==> src/rtl/qbert_input_pkg.sv <==
`default_nettype none
// ============================================================================
// qbert_input_pkg : dial FSM state type, hold thresholds and step sizes.
// Revision 1.0 - initial release
// ============================================================================
package qbert_input_pkg;

   typedef enum logic [1:0] {
      IDLE   = 2'd0,
      SLOW   = 2'd1,
      MEDIUM = 2'd2,
      FAST   = 2'd3
   } dial_state_t;

   localparam logic [6:0] HOLD_MED  = 7'd16;
   localparam logic [6:0] HOLD_FAST = 7'd64;

   localparam logic signed [8:0] STEP_SLOW = 9'sd1;
   localparam logic signed [8:0] STEP_MED  = 9'sd2;
   localparam logic signed [8:0] STEP_FAST = 9'sd4;

   function automatic dial_state_t state_for_count(input logic [6:0] cnt);
      if (cnt >= HOLD_FAST)
         return FAST;
      else if (cnt >= HOLD_MED)
         return MEDIUM;
      else if (cnt != 7'd0)
         return SLOW;
      else
         return IDLE;
   endfunction

   function automatic logic signed [8:0] step_for_state(input dial_state_t st);
      case (st)
         SLOW:    return STEP_SLOW;
         MEDIUM:  return STEP_MED;
         FAST:    return STEP_FAST;
         default: return 9'sd0;
      endcase
   endfunction

endpackage
`default_nettype wire

==> src/rtl/toggle_sync.sv <==
`default_nettype none
// ============================================================================
// toggle_sync : two-flop synchroniser plus history flop; flags a new sample.
// Revision 1.0 - initial release
// ============================================================================
module toggle_sync (
   input  logic clk_sys,
   input  logic reset,
   input  logic tog_in,
   output logic event_out
);

   logic r_t1;
   logic r_t2;
   logic r_t3;

   // All three stages load the live input in reset so release cannot fake an edge.
   always_ff @(posedge clk_sys) begin
      if (reset) begin
         r_t1 <= tog_in;
         r_t2 <= tog_in;
         r_t3 <= tog_in;
      end else begin
         r_t1 <= tog_in;
         r_t2 <= r_t1;
         r_t3 <= r_t2;
      end
   end

   assign event_out = r_t2 ^ r_t3;

endmodule
`default_nettype wire

==> src/rtl/dial_accum.sv <==
`default_nettype none
// ============================================================================
// dial_accum : merges spinner deltas and accelerated joystick steps into pos.
// Revision 1.0 - initial release
// ============================================================================
module dial_accum
   import qbert_input_pkg::*;
(
   input  logic       clk_sys,
   input  logic       reset,
   input  logic [8:0] spinner,
   input  logic       joy_left,
   input  logic       joy_right,
   input  logic       tick_en,
   input  logic [1:0] sens,
   input  logic       reverse,
   output logic [7:0] pos,
   output logic       step
);

   logic              w_spin_event;
   logic signed [7:0] w_delta;
   logic signed [7:0] w_shifted;
   logic signed [7:0] w_spin_scaled;
   logic signed [8:0] w_spin_term;

   dial_state_t       r_state;
   dial_state_t       w_state_nxt;
   logic [6:0]        r_hold;
   logic [6:0]        w_hold_nxt;
   logic [6:0]        w_hold_inc;
   logic              r_dir;
   logic              w_dir_nxt;
   logic              w_one_dir;
   logic              w_restart;
   logic signed [8:0] w_dig_term;

   logic signed [8:0] w_sum;
   logic signed [8:0] w_total;
   logic [7:0]        r_pos;
   logic              r_step;

   toggle_sync u_toggle_sync (
      .clk_sys   (clk_sys),
      .reset     (reset),
      .tog_in    (spinner[8]),
      .event_out (w_spin_event)
   );

   // Spinner path: attenuate, but never let a real nudge vanish entirely.
   assign w_delta   = signed'(spinner[7:0]);
   assign w_shifted = w_delta >>> sens;

   always_comb begin
      w_spin_scaled = w_shifted;
      if ((w_delta != 8'sd0) && (w_shifted == 8'sd0))
         w_spin_scaled = w_delta[7] ? -8'sd1 : 8'sd1;
   end

   assign w_spin_term = w_spin_event ? {w_spin_scaled[7], w_spin_scaled} : 9'sd0;

   // Digital path: r_dir remembers which way the current hold is going (1 = right).
   assign w_one_dir  = joy_left ^ joy_right;
   assign w_restart  = (r_state == IDLE) || (joy_right != r_dir);
   assign w_hold_inc = (r_hold >= HOLD_FAST) ? HOLD_FAST : r_hold + 7'd1;

   always_ff @(posedge clk_sys) begin
      if (reset) begin
         r_state <= IDLE;
         r_hold  <= 7'd0;
         r_dir   <= 1'b0;
      end else begin
         r_state <= w_state_nxt;
         r_hold  <= w_hold_nxt;
         r_dir   <= w_dir_nxt;
      end
   end

   always_comb begin
      w_state_nxt = r_state;
      w_hold_nxt  = r_hold;
      w_dir_nxt   = r_dir;
      w_dig_term  = 9'sd0;
      if (!w_one_dir) begin
         w_state_nxt = IDLE;
         w_hold_nxt  = 7'd0;
      end else if (tick_en) begin
         if (w_restart) begin
            w_state_nxt = SLOW;
            w_hold_nxt  = 7'd1;
            w_dir_nxt   = joy_right;
         end else begin
            w_state_nxt = state_for_count(w_hold_inc);
            w_hold_nxt  = w_hold_inc;
         end
         w_dig_term = joy_right ? step_for_state(w_state_nxt)
                                : -step_for_state(w_state_nxt);
      end else if (w_restart) begin
         // Reversal without a tick drops the hold; the next tick starts afresh.
         w_state_nxt = IDLE;
         w_hold_nxt  = 7'd0;
      end
   end

   assign w_sum   = w_spin_term + w_dig_term;
   assign w_total = reverse ? -w_sum : w_sum;

   always_ff @(posedge clk_sys) begin
      if (reset) begin
         r_pos  <= 8'h00;
         r_step <= 1'b0;
      end else begin
         r_pos  <= r_pos + w_total[7:0];
         r_step <= (w_total != 9'sd0);
      end
   end

   assign pos  = r_pos;
   assign step = r_step;

endmodule
`default_nettype wire

==> config.mk <==
export PLATFORM = sky130hd
export DESIGN_NAME = dial_accum
export DESIGN_NICKNAME = d
export VERILOG_FILES = /design/src/rtl/qbert_input_pkg.sv /design/src/rtl/toggle_sync.sv /design/src/rtl/dial_accum.sv
export SDC_FILE = /design/constraint.sdc
export NUM_CORES = 1
export LEC_CHECK = 0
export CORE_ASPECT_RATIO = 1.25
export CORE_MARGIN = 3
export CORE_UTILIZATION = 55
export CTS_CLUSTER_DIAMETER = 200
export CTS_CLUSTER_SIZE = 14
export DETAILED_ROUTE_END_ITERATION = 8
export PLACE_DENSITY = 0.8
export RECOVER_POWER = 100
export REMOVE_ABC_BUFFERS = 1
export SLEW_MARGIN = 20
export SYNTH_ARGS = -nofsm -noshare
export SYNTH_HDL_FRONTEND = slang
export SYNTH_SLANG_ARGS = --single-unit
==> constraint.sdc <==
create_clock -name clk_sys -period 6.95 [get_ports clk_sys]
set_input_delay 0.695 -clock clk_sys [delete_from_list [all_inputs] [get_ports clk_sys]]
set_output_delay 0.695 -clock clk_sys [all_outputs]
set_load 0.02 [all_outputs]
# Word level (Yosys, flattened, before mapping)
# Cells that the tools add are included.
dict set report op_classes {
  n_shift 1
  magnitude_cmp 3
  n_mux 24
  n_reduce_logical 10
  n_eq_ne 4
  n_addsub 5
  bitwise 3
}
# op count
set ops {}
lappend ops {{9-bit two-way mux} 7}
lappend ops {{7-bit two-way mux} 4}
lappend ops {{9-bit negation} 2}
lappend ops {{8-bit two-way mux} 2}
lappend ops {{7-bit >= comparator (second input constant)} 2}
lappend ops {{2-bit two-way mux} 7}
lappend ops {{9-bit adder} 1}
lappend ops {{3-bit case mux with 3 select lines} 1}
lappend ops {{9-bit nonzero test} 1}
lappend ops {{8-bit adder} 1}
lappend ops {{8-bit logical NOT} 1}
lappend ops {{8-bit nonzero test} 1}
lappend ops {{8-bit by 2-bit >>> shifter with 8-bit output} 1}
lappend ops {{7-bit by 1-bit adder with 7-bit output (second input constant)} 1}
lappend ops {{7-bit by 5-bit >= comparator with 1-bit output (second input constant)} 1}
lappend ops {{7-bit nonzero test} 1}
lappend ops {{2-bit == test (second input constant)} 2}
lappend ops {{1-bit two-way mux} 3}
lappend ops {{3-bit AND reduction} 1}
lappend ops {{2-bit by 1-bit == test with 1-bit output (second input constant)} 1}
lappend ops {{2-bit logical NOT} 1}
lappend ops {{2-bit nonzero test} 1}
lappend ops {{2-bit OR reduction} 1}
lappend ops {{1-bit XOR} 2}
lappend ops {{other kinds (4)} 4}
dict set report totals {
  out_inout_bits 9
  word_cells 58
  inputBits 17
  ff_bits 22
}

# Longest topological paths before layout
dict set report depth {
  word_depth 21
  depth_mapped 26
  ltp_nobuf 26
}

# Modules after synthesis
# Synthesis repeated with hierarchy kept, for this count alone.
dict set report hier_totals {
  hier_cells 273
  hier_area_um2 2177.1
}
# mod area_each_um2 seq_area_each_um2 n_inst cells_each
set modules_own_cells {}
lappend modules_own_cells {dial_accum 2085.8 380.4 1 267}
lappend modules_own_cells {toggle_sync 91.3 60.1 1 6}

# Least setup slack after synthesis
# No wires, ideal clock.
dict set report synth_timing {
  path_kind {input to register}
  from {input port joy_right}
  to {register r_pos[7], in the netlist pos[7]}
  path_buffers 1
  setup_ps 67
  path_slack_ps 1453
  t_required_ps 6883
  arrival_ps 5429
  path_stages 20
  path_cell_list {clkbuf_1 > xor2_1 > nor2_1 > or4b_2 > a211o_1 > ha_1 > o21ai_0 > nand2_1 > fa_1 > ha_1 > nand2_1 > o21ai_0 > ha_1 > a21o_1 > a21oi_1 > o21bai_1 > a2111o_1 > and3_1 > a211o_1 > a21oi_2}
}
dict set report synth_via {
  elab_chain_cells 17
  word_cells_on_any_way 20
  cone_classes {4 x add/sub; 4 x eq/ne; 10 x mux; 1 x bitwise; 1 x reduce/logical}
}
# item line
set synth_lines {}
lappend synth_lines {{from (decl)} dial_accum.sv:13} ;# input logic joy_right,
lappend synth_lines {{1-bit != test} dial_accum.sv:64} ;# assign w_restart = (r_state == IDLE) || (joy_right != r_dir);
lappend synth_lines {{1-bit logical OR} dial_accum.sv:64}
lappend synth_lines {{2-bit two-way mux} dial_accum.sv:88} ;# if (w_restart) begin
lappend synth_lines {{2-bit two-way mux} dial_accum.sv:87} ;# end else if (tick_en) begin
lappend synth_lines {{2-bit two-way mux} dial_accum.sv:84} ;# if (!w_one_dir) begin
lappend synth_lines {{2-bit == test or 2-bit by 1-bit == test with 1-bit output (tied branches)} qbert_input_pkg.sv:34} ;# case (st)
lappend synth_lines {{3-bit case mux with 3 select lines} qbert_input_pkg.sv:34}
lappend synth_lines {{9-bit two-way mux} dial_accum.sv:87}
lappend synth_lines {{9-bit two-way mux} dial_accum.sv:84}
lappend synth_lines {{9-bit negation} dial_accum.sv:97} ;# : -step_for_state(w_state_nxt);
lappend synth_lines {{9-bit two-way mux} dial_accum.sv:96} ;# w_dig_term = joy_right ? step_for_state(w_state_nxt)
lappend synth_lines {{9-bit two-way mux} dial_accum.sv:87}
lappend synth_lines {{9-bit two-way mux (*)} dial_accum.sv:84}
lappend synth_lines {{9-bit adder (*)} dial_accum.sv:105} ;# assign w_sum = w_spin_term + w_dig_term;
lappend synth_lines {{9-bit negation} dial_accum.sv:106} ;# assign w_total = reverse ? -w_sum : w_sum;
lappend synth_lines {{9-bit two-way mux (*)} dial_accum.sv:106}
lappend synth_lines {{8-bit adder (*)} dial_accum.sv:113} ;# r_pos <= r_pos + w_total[7:0];
lappend synth_lines {{to (signal assigned)} dial_accum.sv:113}
lappend synth_lines {{to (decl)} dial_accum.sv:40} ;# logic [7:0] r_pos;
# Mark *: on every way between the ends. The rest lies on a longest branch, timed or not. The select of a mux whose other input is x is not followed.
# A chain may end at the register's enable or synchronous reset.

# Worst setup path after layout
# Same ends and word-level chain as after synthesis.

==> key figures <==
Synth
  • Async set or reset register ratio after synthesis: 0
  • Number of distinct standard cells referenced by the synthesized netlist: 50
  • Cell area after synthesis: 2130 um2
  • Synth Flop Type: sky130_fd_sc_hd__dfxtp_1
  • Count of state elements after synthesis: 22
  • Sequential fraction of the synthesis area: 0.207
  • Top cell type's share of synthesized area: 0.207
  • Count leader, synth: sky130_fd_sc_hd__nor2_1
  • Number of flops mapped to enable cells by yosys: 0
  • Synth top area cells: sky130_fd_sc_hd__dfxtp_1 21%, sky130_fd_sc_hd__ha_1 13%, sky130_fd_sc_hd__a21oi_1 5.9%
  • Synth top cells by count: 32 x sky130_fd_sc_hd__nor2_1, 25 x sky130_fd_sc_hd__a21oi_1, 23 x sky130_fd_sc_hd__ha_1
  • Cell accounting for the most synthesized area: sky130_fd_sc_hd__dfxtp_1
  • Cell count after synthesis: 278
  • Number of warnings printed during yosys synthesis: 0
  • Avg Cell Area, Syn: about 7.7 um2

Layout
  • Summed area of non-filler cells in the final layout: around 2500 um2
  • Relative area change from synthesis to final layout: 15.7%
  • Number of nets in the layout: 341
  • Total area of sequential cells: about 440 um2
  • Area used by multi-input combinational logic: 1600 um2
  • Fillers: 313
  • # diodes: 0
  • Fraction of final layout cells sized beyond drive strength 1: 0.0537

Power
  • Leakage power of the design: between 1 and 1.5 nW
  • VDD IR-drop max: 245 uV
  • Pwr per Cell Area: 242 nW/um2
  • Total Power Consumption: 0.598 mW

Timing
  • Worst setup skew after layout: roughly 0.0046 ns
  • Tightest Pin Transition: 0.809 ns
  • Top achievable clock speed: 0.165 GHz
  • Hold Slack: 0.442 ns
  • Final Max Tran Viols: 0
  • Final hold violations: 0
  • Tcrit/Tclk final: 0.873
  • Max-Slew Margin vs Limit: 0.453
  • Unrepaired setup endpoints after global routing: no
  • Setup Total Neg Slack: 0 ns
  • Min Clock Period, post-route: approximately 6.1 ns
  • Total of endpoints with negative setup slack in the final report: 0

Setup path
  • Cell type with the highest occurrence count on the critical path: sky130_fd_sc_hd__ha_1
  • Crit path launch type: input port
  • Kind of end point of the critical path: register
  • Longest individual stage delay on the worst path: between 0.6 and 0.7 ns
  • WP data required: 7.15 ns
  • CP delay by family, top: compound AO/OA/AOI/OAI gates
  • Critical path data arrival time: 6.27 ns
  • Kind of critical path: input port to register
  • CP bufs+invs: 1
  • Series of cell instances along the critical path: dlygate4sd3_1 > xor2_1 > nor2_1 > or4b_2 > a211o_1 > ha_1 > o21ai_0 > nand2_1 > fa_1 > ha_1 > nand2_1 > o21ai_0 > ha_1 > a21o_1 > a21oi_1 > o21bai_1 > a2111o_1 > and3_1 > a211o_1 > a21oi_2
  • Cell with the largest stage delay on the worst path: sky130_fd_sc_hd__dlygate4sd3_1
  • Worst-path maximum fanout: 8

Clocking
  • TritonCTS clock tree: done
  • Worst-skew pair later-pin latency: approximately 0.27 ns
  • Hold-fix buffer count after cts: 0
  • TritonCTS buffer count: 3
  • Clock Sink Count: 22
  • Post-CTS sizing: 0
  • Clock transition at the register clock pins on the worst setup and hold paths after CTS: ~0.080 ns
  • Setup repair bufs after CTS: 0
  • Root cell of the clock tree: sky130_fd_sc_hd__clkbuf_8
  • CTS H-Tree Depth: 1
  • Bufs on Longest Clock Path: 2

Routing
  • Drt drc: 0
  • Via density per instance: 5.74
  • Routed vias: ~1.9k
  • Number of antenna-violating nets in the routed design: 0
  • Drt initial violations: 73
  • Number of search-and-repair iterations in the first detailed-routing pass: 4
  • Total detailed-routing wirelength: 4220 um
  • Detailed-route wire length per cell: around 13 um

Floorplanning
  • Number of rows created at floorplan: 24
  • Core Box Area: 3600 um2
  • Die width: 61.7 um
  • Height of the chip: 75.6 um
  • Die ar.: 4660 um2
  • Number of I/O pins: 26
  • Initial cell density of the core: 0.592

Global routing
  • Maximum number of pins on one net before global-route repair: 22
  • Global-route usage over all layers: 0.200
  • GRT overflow: 0
  • Number of global-route vias before repair: approximately 1.8k
  • First-pass GRT wire length: 7270 um
  • Antenna violations before repair: 0

Hold path
  • Kind of path behind the tightest hold check: register to register

Place
  • RePlAce Congestion: 0.783
  • PortBufs: 25
  • Post-DP Area: approximately 2400 um2
  • Estimated wirelength of the detail-placed design: 3360 um

Run status
  • Outcome: complete, no violations

Flow run
  • Number of maximum-capacitance violations: 0
worst reg2reg max path, stage by stage (launching register included):
cell                       delay, ns
sky130_fd_sc_hd__dfxtp_1        0.40
sky130_fd_sc_hd__ha_1           0.24
sky130_fd_sc_hd__and3_1         0.25
sky130_fd_sc_hd__and2_1         0.15
sky130_fd_sc_hd__a21oi_1        0.07
sky130_fd_sc_hd__o31ai_1        0.46
sky130_fd_sc_hd__a211o_1        0.27
sky130_fd_sc_hd__inv_1          0.08
sky130_fd_sc_hd__ha_1           0.23
sky130_fd_sc_hd__nor4bb_1       0.71
sky130_fd_sc_hd__ha_1           0.43
sky130_fd_sc_hd__a21oi_2        0.20
sky130_fd_sc_hd__nand2_2        0.09
sky130_fd_sc_hd__or3_4          0.38
sky130_fd_sc_hd__a211o_1        0.32
sky130_fd_sc_hd__nand2_1        0.09
sky130_fd_sc_hd__xor2_1         0.19
sky130_fd_sc_hd__inv_1          0.06
sky130_fd_sc_hd__ha_1           0.21
sky130_fd_sc_hd__a2111o_1       0.30
sky130_fd_sc_hd__and3_1         0.18
sky130_fd_sc_hd__a211o_1        0.28
sky130_fd_sc_hd__a21oi_2        0.12
per-stage QoR:
step	std cells	setup WS, ns	util
2_1_floorplan	269	1.68	-
3_3_place_gp	333	0.819	0.665
3_5_place_dp	333	0.695	0.665
4_1_cts	337	0.953	0.685
5_1_grt	337	0.488	0.684
6_report	337	0.880	0.684
registers in the layout, summed over array words and instances (netlist names):
| signal | cells |
|---|---|
| r_hold | 7 |
| u_toggle_sync.r_t3 | 1 |
| pos | 8 |
| step | 1 |
| u_toggle_sync.r_t2 | 1 |
| u_toggle_sync.r_t1 | 1 |
| r_dir | 1 |
| r_state | 2 |
report_power, final:
group	switching, mW	total, mW	internal (mW)
Clock	0.0419	0.119	0.0770
Sequential	0.0140	0.162	0.149
Combinational	0.171	0.316	0.146
Total	0.226	0.598	0.371
layout make-up:
class	instances	area share
Tap cell	39	0.0198
Clock inverter	1	0.0122
Multi-Input combinational cell	231	0.647
Clock buffer	3	0.0167
Inverter	16	0.0244
Sequential cell	22	0.179
Timing Repair Buffer	25	0.101
cells in the final DEF (no fill, tap or decap), types with 3 or more instances in the layout:
| cell | n |
|---|---|
| sky130_fd_sc_hd__nor2_1 | 32 |
| sky130_fd_sc_hd__o211ai_1 | 3 |
| sky130_fd_sc_hd__nor2b_1 | 12 |
| sky130_fd_sc_hd__a211o_1 | 4 |
| sky130_fd_sc_hd__o21ai_0 | 17 |
| sky130_fd_sc_hd__clkbuf_8 | 3 |
| sky130_fd_sc_hd__and3_1 | 5 |
| sky130_fd_sc_hd__xnor2_1 | 9 |
| sky130_fd_sc_hd__a21oi_1 | 25 |
| sky130_fd_sc_hd__dfxtp_1 | 22 |
| sky130_fd_sc_hd__nand3b_1 | 3 |
| sky130_fd_sc_hd__a211oi_1 | 3 |
| sky130_fd_sc_hd__mux2_2 | 4 |
| sky130_fd_sc_hd__nand3_1 | 6 |
| sky130_fd_sc_hd__clkdlybuf4s50_1 | 12 |
| sky130_fd_sc_hd__nand2b_1 | 4 |
| sky130_fd_sc_hd__dlygate4sd3_1 | 13 |
| sky130_fd_sc_hd__xor2_1 | 9 |
| sky130_fd_sc_hd__nor3_1 | 9 |
| sky130_fd_sc_hd__nand2_1 | 16 |
| sky130_fd_sc_hd__inv_1 | 16 |
| sky130_fd_sc_hd__a21o_1 | 4 |
| sky130_fd_sc_hd__ha_1 | 23 |
cell families (layout without fill, tap and decap cells):
group / Yosys count / after routing / synth area share
buffers and inverters: 25 / 45 / 0.0440
xor gates and xnor gates: 18 / 18 / 0.0739
DFF: 22 / 22 / 0.207
muxes: 6 / 6 / 0.0305
adders and majority gates: 25 / 25 / 0.154
and+or+nand+nor: 106 / 106 / 0.260
AOI/OAI and AO/OA: 76 / 76 / 0.231
layer usage:
layer,global-route usage,part of all wire,routed length (um)
met3,0.0254,0.029,122
met5,0,0,0
met1,0.266,0.48,2000
met2,0.329,0.48,2010
met4,0.0684,0.019,80
final timing paths:
check	startpoint	endpoint	slack, ns	cells past startpoint
worst max-delay path	joy_right	pos[7]	0.88	20
worst min-delay path	u_toggle_sync.r_t1	u_toggle_sync.r_t2	0.44	2
worst max register to register	r_hold[0]	pos[7]	1.19	22
worst min register to register	u_toggle_sync.r_t1	u_toggle_sync.r_t2	0.44	2
Note: power is estimated with default switching activity, not from simulation.
==> RTL change 1 (same settings) <==
Register the output `pos` once more, without a reset; this adds one clock of latency there. The other outputs are not delayed to match.
--- a/src/rtl/dial_accum.sv
+++ b/src/rtl/dial_accum.sv
@@ -116,5 +116,7 @@
    end
 
-   assign pos  = r_pos;
+   always_ff @(posedge clk_sys) begin
+      pos <= r_pos;
+   end
    assign step = r_step;
 
Formal check against the unedited RTL: not equivalent (Yosys sat finds a counterexample within 4 cycles, from zero or initial values and one cycle with reset high).
==> RTL change 1 against the unedited design <==
  * Routed wire length shrank 3.4%
  * Synthesized cell count grew 0.36%
  * Largest cell class unchanged
  * Power grew 11%
  * Highest routed layer unchanged
  * Sequential cell count grew 8
  * Core utilization shrank 0.89 points
  * Cell area grew 6.2%
  * Synthesized area grew 5.9%
  * Setup slack gained 0.40 ns
==> RTL change 1: results (changes against the unedited design) <==
Power and ir drop
  – Maximum vdd drop: 0.0911 mV (-63%)
  – Standby leakage power: 0.00111 uW (+4.1%)

Clock tree
  – Post-CTS clock slew at the launch and capture registers of the worst setup and hold paths: 0.06 ns (-0.02 ns)
  – Clock buffers created by TritonCTS: 5 (+2)

Critical path
  – Register-to-register setup slack: 1.28 ns (+0.09 ns)
  – Worst reg2reg startpoint: r_hold[1]$_SDFFE_PP0P_
  – Critical path peak fanout: 5 (-3)
  – Endpoint of the worst-slack reg-to-reg timing path: r_pos[7]$_SDFF_PP0_
  – Cell count of the worst reg-to-reg path: 24 (+9.1%)
  – Slowest cell delay on critical path: 0.76 ns (+0.12 ns)
  – Cell at the slowest stage of the critical path: sky130_fd_sc_hd__nor4b_1

Global route
  – Wire length of the first global-routing pass: 7180 microns (-1.1%)
  – Via count of the first global-routing pass: 1835 (+2.1%)
  – Pin count of the biggest net entering global routing: 15 (-32%)
  – GRT Resource Usage Total: 17.9% (-2.1 points)

Min path
  – Min-Delay Endpoint: pos[6]$_DFF_P_
  – Origin of the worst min-delay path: r_pos[6]$_SDFF_PP0_

Drt
  – Vias per Instance: 5.52 (-3.9%)
  – WL per Instance: 11.4 microns (-8.5%)

Placed design
  – Worst Setup Slack post-DPL: 1.17 ns (+0.475 ns)
  – Cell Count Post-Placement: 350 (+5.1%)
  – GPL Wtd Cong: 0.805 (+2.8%)

Run status
  – Outcome: finished clean

Synth
  – Fraction of the yosys area taken by sequential cells: 26.6% (+6.0 points)
  – Fraction of post-synthesis cell area in the top cell type by area: 26.6% (+6.0 points)
  – Post-synthesis cell count: 279 (+0.36%)
  – Unique masters post-synth: 49 (-2.0%)

Final layout
  – Fillcell total: 357 (+14%)
  – Layout Cells excl Fill: 356 (+5.6%)
  – Layout cell share with drive strength beyond 1: 5.96% (+0.59 points)

STA
  – Headroom to the max-slew limit: 38.8% (-6.5 points)
  – Clock skew after layout: 0.00878 ns (+0.00419 ns)
[RTL change 1: cell count changes after synthesis, moves of 3 or more]
cell                       before  now
sky130_fd_sc_hd__nand2_1       16   21
sky130_fd_sc_hd__a21oi_1       25   20
sky130_fd_sc_hd__nand3_1        6    3
sky130_fd_sc_hd__xor2_1         9    6
sky130_fd_sc_hd__nand3b_1       3    0
sky130_fd_sc_hd__a211o_1        4    1
sky130_fd_sc_hd__nor2b_1       12    7
sky130_fd_sc_hd__dfxtp_1       22   30
sky130_fd_sc_hd__xnor2_1        9   14
[RTL change 1: worst max path at each step]
stage,start,endpoint,slack [ns],cells past startpoint
CTS,r_hold[1]$_SDFFE_PP0P_,r_pos[7]$_SDFF_PP0_,1.26,22
finish,r_hold[1]$_SDFFE_PP0P_,r_pos[7]$_SDFF_PP0_,1.28,24
global placement,joy_right,r_pos[7]$_SDFF_PP0_,1.23,19
detailed placement,joy_right,r_pos[7]$_SDFF_PP0_,1.17,19
floorplan,r_hold[1]$_SDFFE_PP0P_,r_pos[7]$_SDFF_PP0_,2.15,22
global route,r_hold[1]$_SDFFE_PP0P_,r_pos[7]$_SDFF_PP0_,0.72,24
[RTL change 1: power by group]
group,switching (uW),internal [uW]
combinational,155,146
sequential,17.0,212
clock,58.0,76.1
total,230,434
[RTL change 1: layout make-up]
type / count / share of cell area [%]
multi-input combinational: 225 / 59.5
sequential: 30 / 22.9
timing repair buffer: 25 / 9.55
clock buffer: 6 / 3.15
tap: 54 / 2.58
inverter: 16 / 2.29
[RTL change 1: cells by family (layout without fill, tap and decap cells)]
logic type,count (synthesis),after routing,synth area share [%]
and+or+nand+nor,106,106,23.4
AOI/OAI and AO/OA,64,64,17.8
DFF,30,30,26.6
adders and majority gates,25,25,14.5
buffers and inverters,24,47,3.99
xor gates and xnor gates,23,23,10.4
muxes,7,7,3.27
[RTL change 1: routing by layer]
| metal | track usage (%) | vias to the layer above | wire length (microns) |
|---|---|---|---|
| li1 | - | 1019 | - |
| met1 | 19.7 | 894 | 1810 |
| met2 | 32.1 | 44 | 2020 |
| met3 | 4.05 | 7 | 162 |
| met5 | 0 | - | 0 |
| met4 | 8.21 | 0 | 83 |
[RTL change 1: metrics by stage]
step	instance area (sq um)	total power, uW
global route	2620	718
detailed placement	2540	544
CTS	2630	679
global placement	2540	533
floorplan	2230	458
finish	2620	664
==> RTL change 2 (same flow settings) <==
Made on the original files. Reset style: asynchronous (`reset`), changed in 2 clocked blocks.
--- a/src/rtl/dial_accum.sv
+++ b/src/rtl/dial_accum.sv
@@ -65,5 +65,5 @@
    assign w_hold_inc = (r_hold >= HOLD_FAST) ? HOLD_FAST : r_hold + 7'd1;
 
-   always_ff @(posedge clk_sys) begin
+   always_ff @(posedge clk_sys or posedge reset) begin
       if (reset) begin
          r_state <= IDLE;
@@ -106,5 +106,5 @@
    assign w_total = reverse ? -w_sum : w_sum;
 
-   always_ff @(posedge clk_sys) begin
+   always_ff @(posedge clk_sys or posedge reset) begin
       if (reset) begin
          r_pos  <= 8'h00;
Function: differs if reset is asserted again (counterexample within 4 cycles, from zero or initial values and one cycle with reset high); with reset held inactive, the same outputs for 10 cycles.
==> RTL change 2 against the unedited design <==
  * Sequential share of layout area increased by 4.0 points
  * Synthesized area decreased by 1.5%
  * Sequential cell count unchanged
  * Via count decreased by 6.2%
  * Routed wire length decreased by 3.8%
  * Power increased by 12%
  * Cell count decreased by 7.4%
  * Setup slack improved by 0.83 ns
  * Sequential power increased by 10%
  * Register-to-register slack improved by 0.69 ns
  * Cell area decreased by 0.86%
  * Combinational power increased by 17%
  * Synthesized cell count decreased by 10%
  * Critical path type unchanged
  * Largest cell class unchanged
  * Highest routed layer unchanged
==> RTL change 2: results (changes against the unedited design) <==
Run status
  – Outcome: finished clean

Global route
  – Via count of the first global-routing pass: 1723 (-4.1%)
  – Wire length of the first global-routing pass: 7160 microns (-1.5%)
  – Grt met3 use: 2.57% (+0.031 points)
  – GRT Resource Usage Total: 20.1% (+0.12 points)
  – GR Util met1: 25.4% (-1.2 points)

Synth
  – Async set-or-reset flop fraction in the synthesized netlist: 86.4% (+86 points)
  – Area fraction in compound gates after synthesis: 18.5% (-4.7 points)
  – Synth Flop Type: sky130_fd_sc_hd__dfrtp_1
  – Post-Synth Adder-Cell Area: 15.6% (+0.23 points)
  – Unique masters post-synth: 48 (-4.0%)
  – Largest cells by area after synthesis: sky130_fd_sc_hd__dfrtp_1, sky130_fd_sc_hd__ha_1, sky130_fd_sc_hd__xnor2_1
  – Fraction of the yosys area taken by sequential cells: 25.5% (+4.8 points)
  – Multiplexer share of the synthesized area: 4.05% (+1.0 points)

Final layout
  – Layout cell share with drive strength beyond 1: 5.13% (-0.24 points)
  – Final Net Count: 316 (-7.3%)

Critical path
  – Critical path peak fanout: 6 (-2)
  – Slowest cell delay on critical path: 0.67 ns (+0.03 ns)
  – Data arrival time at the worst-slack endpoint: 5.44 ns (-0.83 ns)

Placed design
  – GPL Wtd Cong: 0.880 (+12%)
  – DP Area: 2380 sq um (-0.84%)
  – Detailed placer's ending HPWL: 3280 microns (-2.3%)

STA
  – Clock skew after layout: 0.00787 ns (+0.00328 ns)
  – Headroom to the max-slew limit: 51.4% (+6.1 points)

Power and ir drop
  – Standby leakage power: 0.00109 uW (+1.7%)
  – Maximum vdd drop: 0.123 mV (-50%)
RTL change 2: worst reg2reg max path, delay by kind of cell (launching register included):
family	cells	cell delay (ns)
buffers and inverters	1	0.09
AOI/OAI and AO/OA	4	0.99
and+or+nand+nor	10	1.91
xor gates and xnor gates	4	0.58
DFF	1	0.41
adders and majority gates	4	1.04
RTL change 2: layout make-up:
cell class              count  area, sq um
fillers                   320         1130
repair buffers             25          250
multi-input cells         207         1480
clock inverters             1         30.0
flip-flops and latches     22          536
well taps                  39         48.8
inverters                  15         56.3
clock buffers               3         41.3
RTL change 2: worst paths after layout:
check,start,to,slack [ns],cells after the start
max in group asynchronous,reset,r_hold[0]$_DFFE_PP0P_,5.44,2
max,joy_right,pos[7]$_DFF_PP0_,1.71,21
min reg2reg,u_toggle_sync.r_t1$_DFF_P_,u_toggle_sync.r_t2$_DFF_P_,0.43,2
max reg2reg,r_hold[1]$_DFFE_PP0P_,pos[7]$_DFF_PP0_,1.88,23
min,u_toggle_sync.r_t1$_DFF_P_,u_toggle_sync.r_t2$_DFF_P_,0.43,2
min in group asynchronous,reset,r_hold[1]$_DFFE_PP0P_,1.05,2
RTL change 2: routing by layer:
layer  up-vias  part of all wire (%)  routed length (microns)
met5         -                     0                        0
li1        932                     -                        -
met3         7                   1.6                       63
met2        19                    51                     2060
met4         0                   1.7                       68
met1       856                    46                     1860
RTL change 2: through the flow:
step / util (%) / setup WS, ns / instances
floorplan: - / 2.27 / 244
global placement: 66.5 / 1.61 / 308
detailed placement: 66.5 / 1.55 / 308
CTS: 68.5 / 1.84 / 312
global route: 68.4 / 1.34 / 312
finish: 68.4 / 1.71 / 312
RTL change 2: logic make-up after synthesis:
group,Yosys count
xor gates and xnor gates,23
buffers and inverters,21
adders and majority gates,25
DFF,22
and+or+nand+nor,92
muxes,8
AOI/OAI and AO/OA,59
RTL change 2: where the power goes:
group,switching (uW),internal (uW)
Sequential,18.8,160
Clock,44.2,77.0
Combinational,193,177
Total,256,414
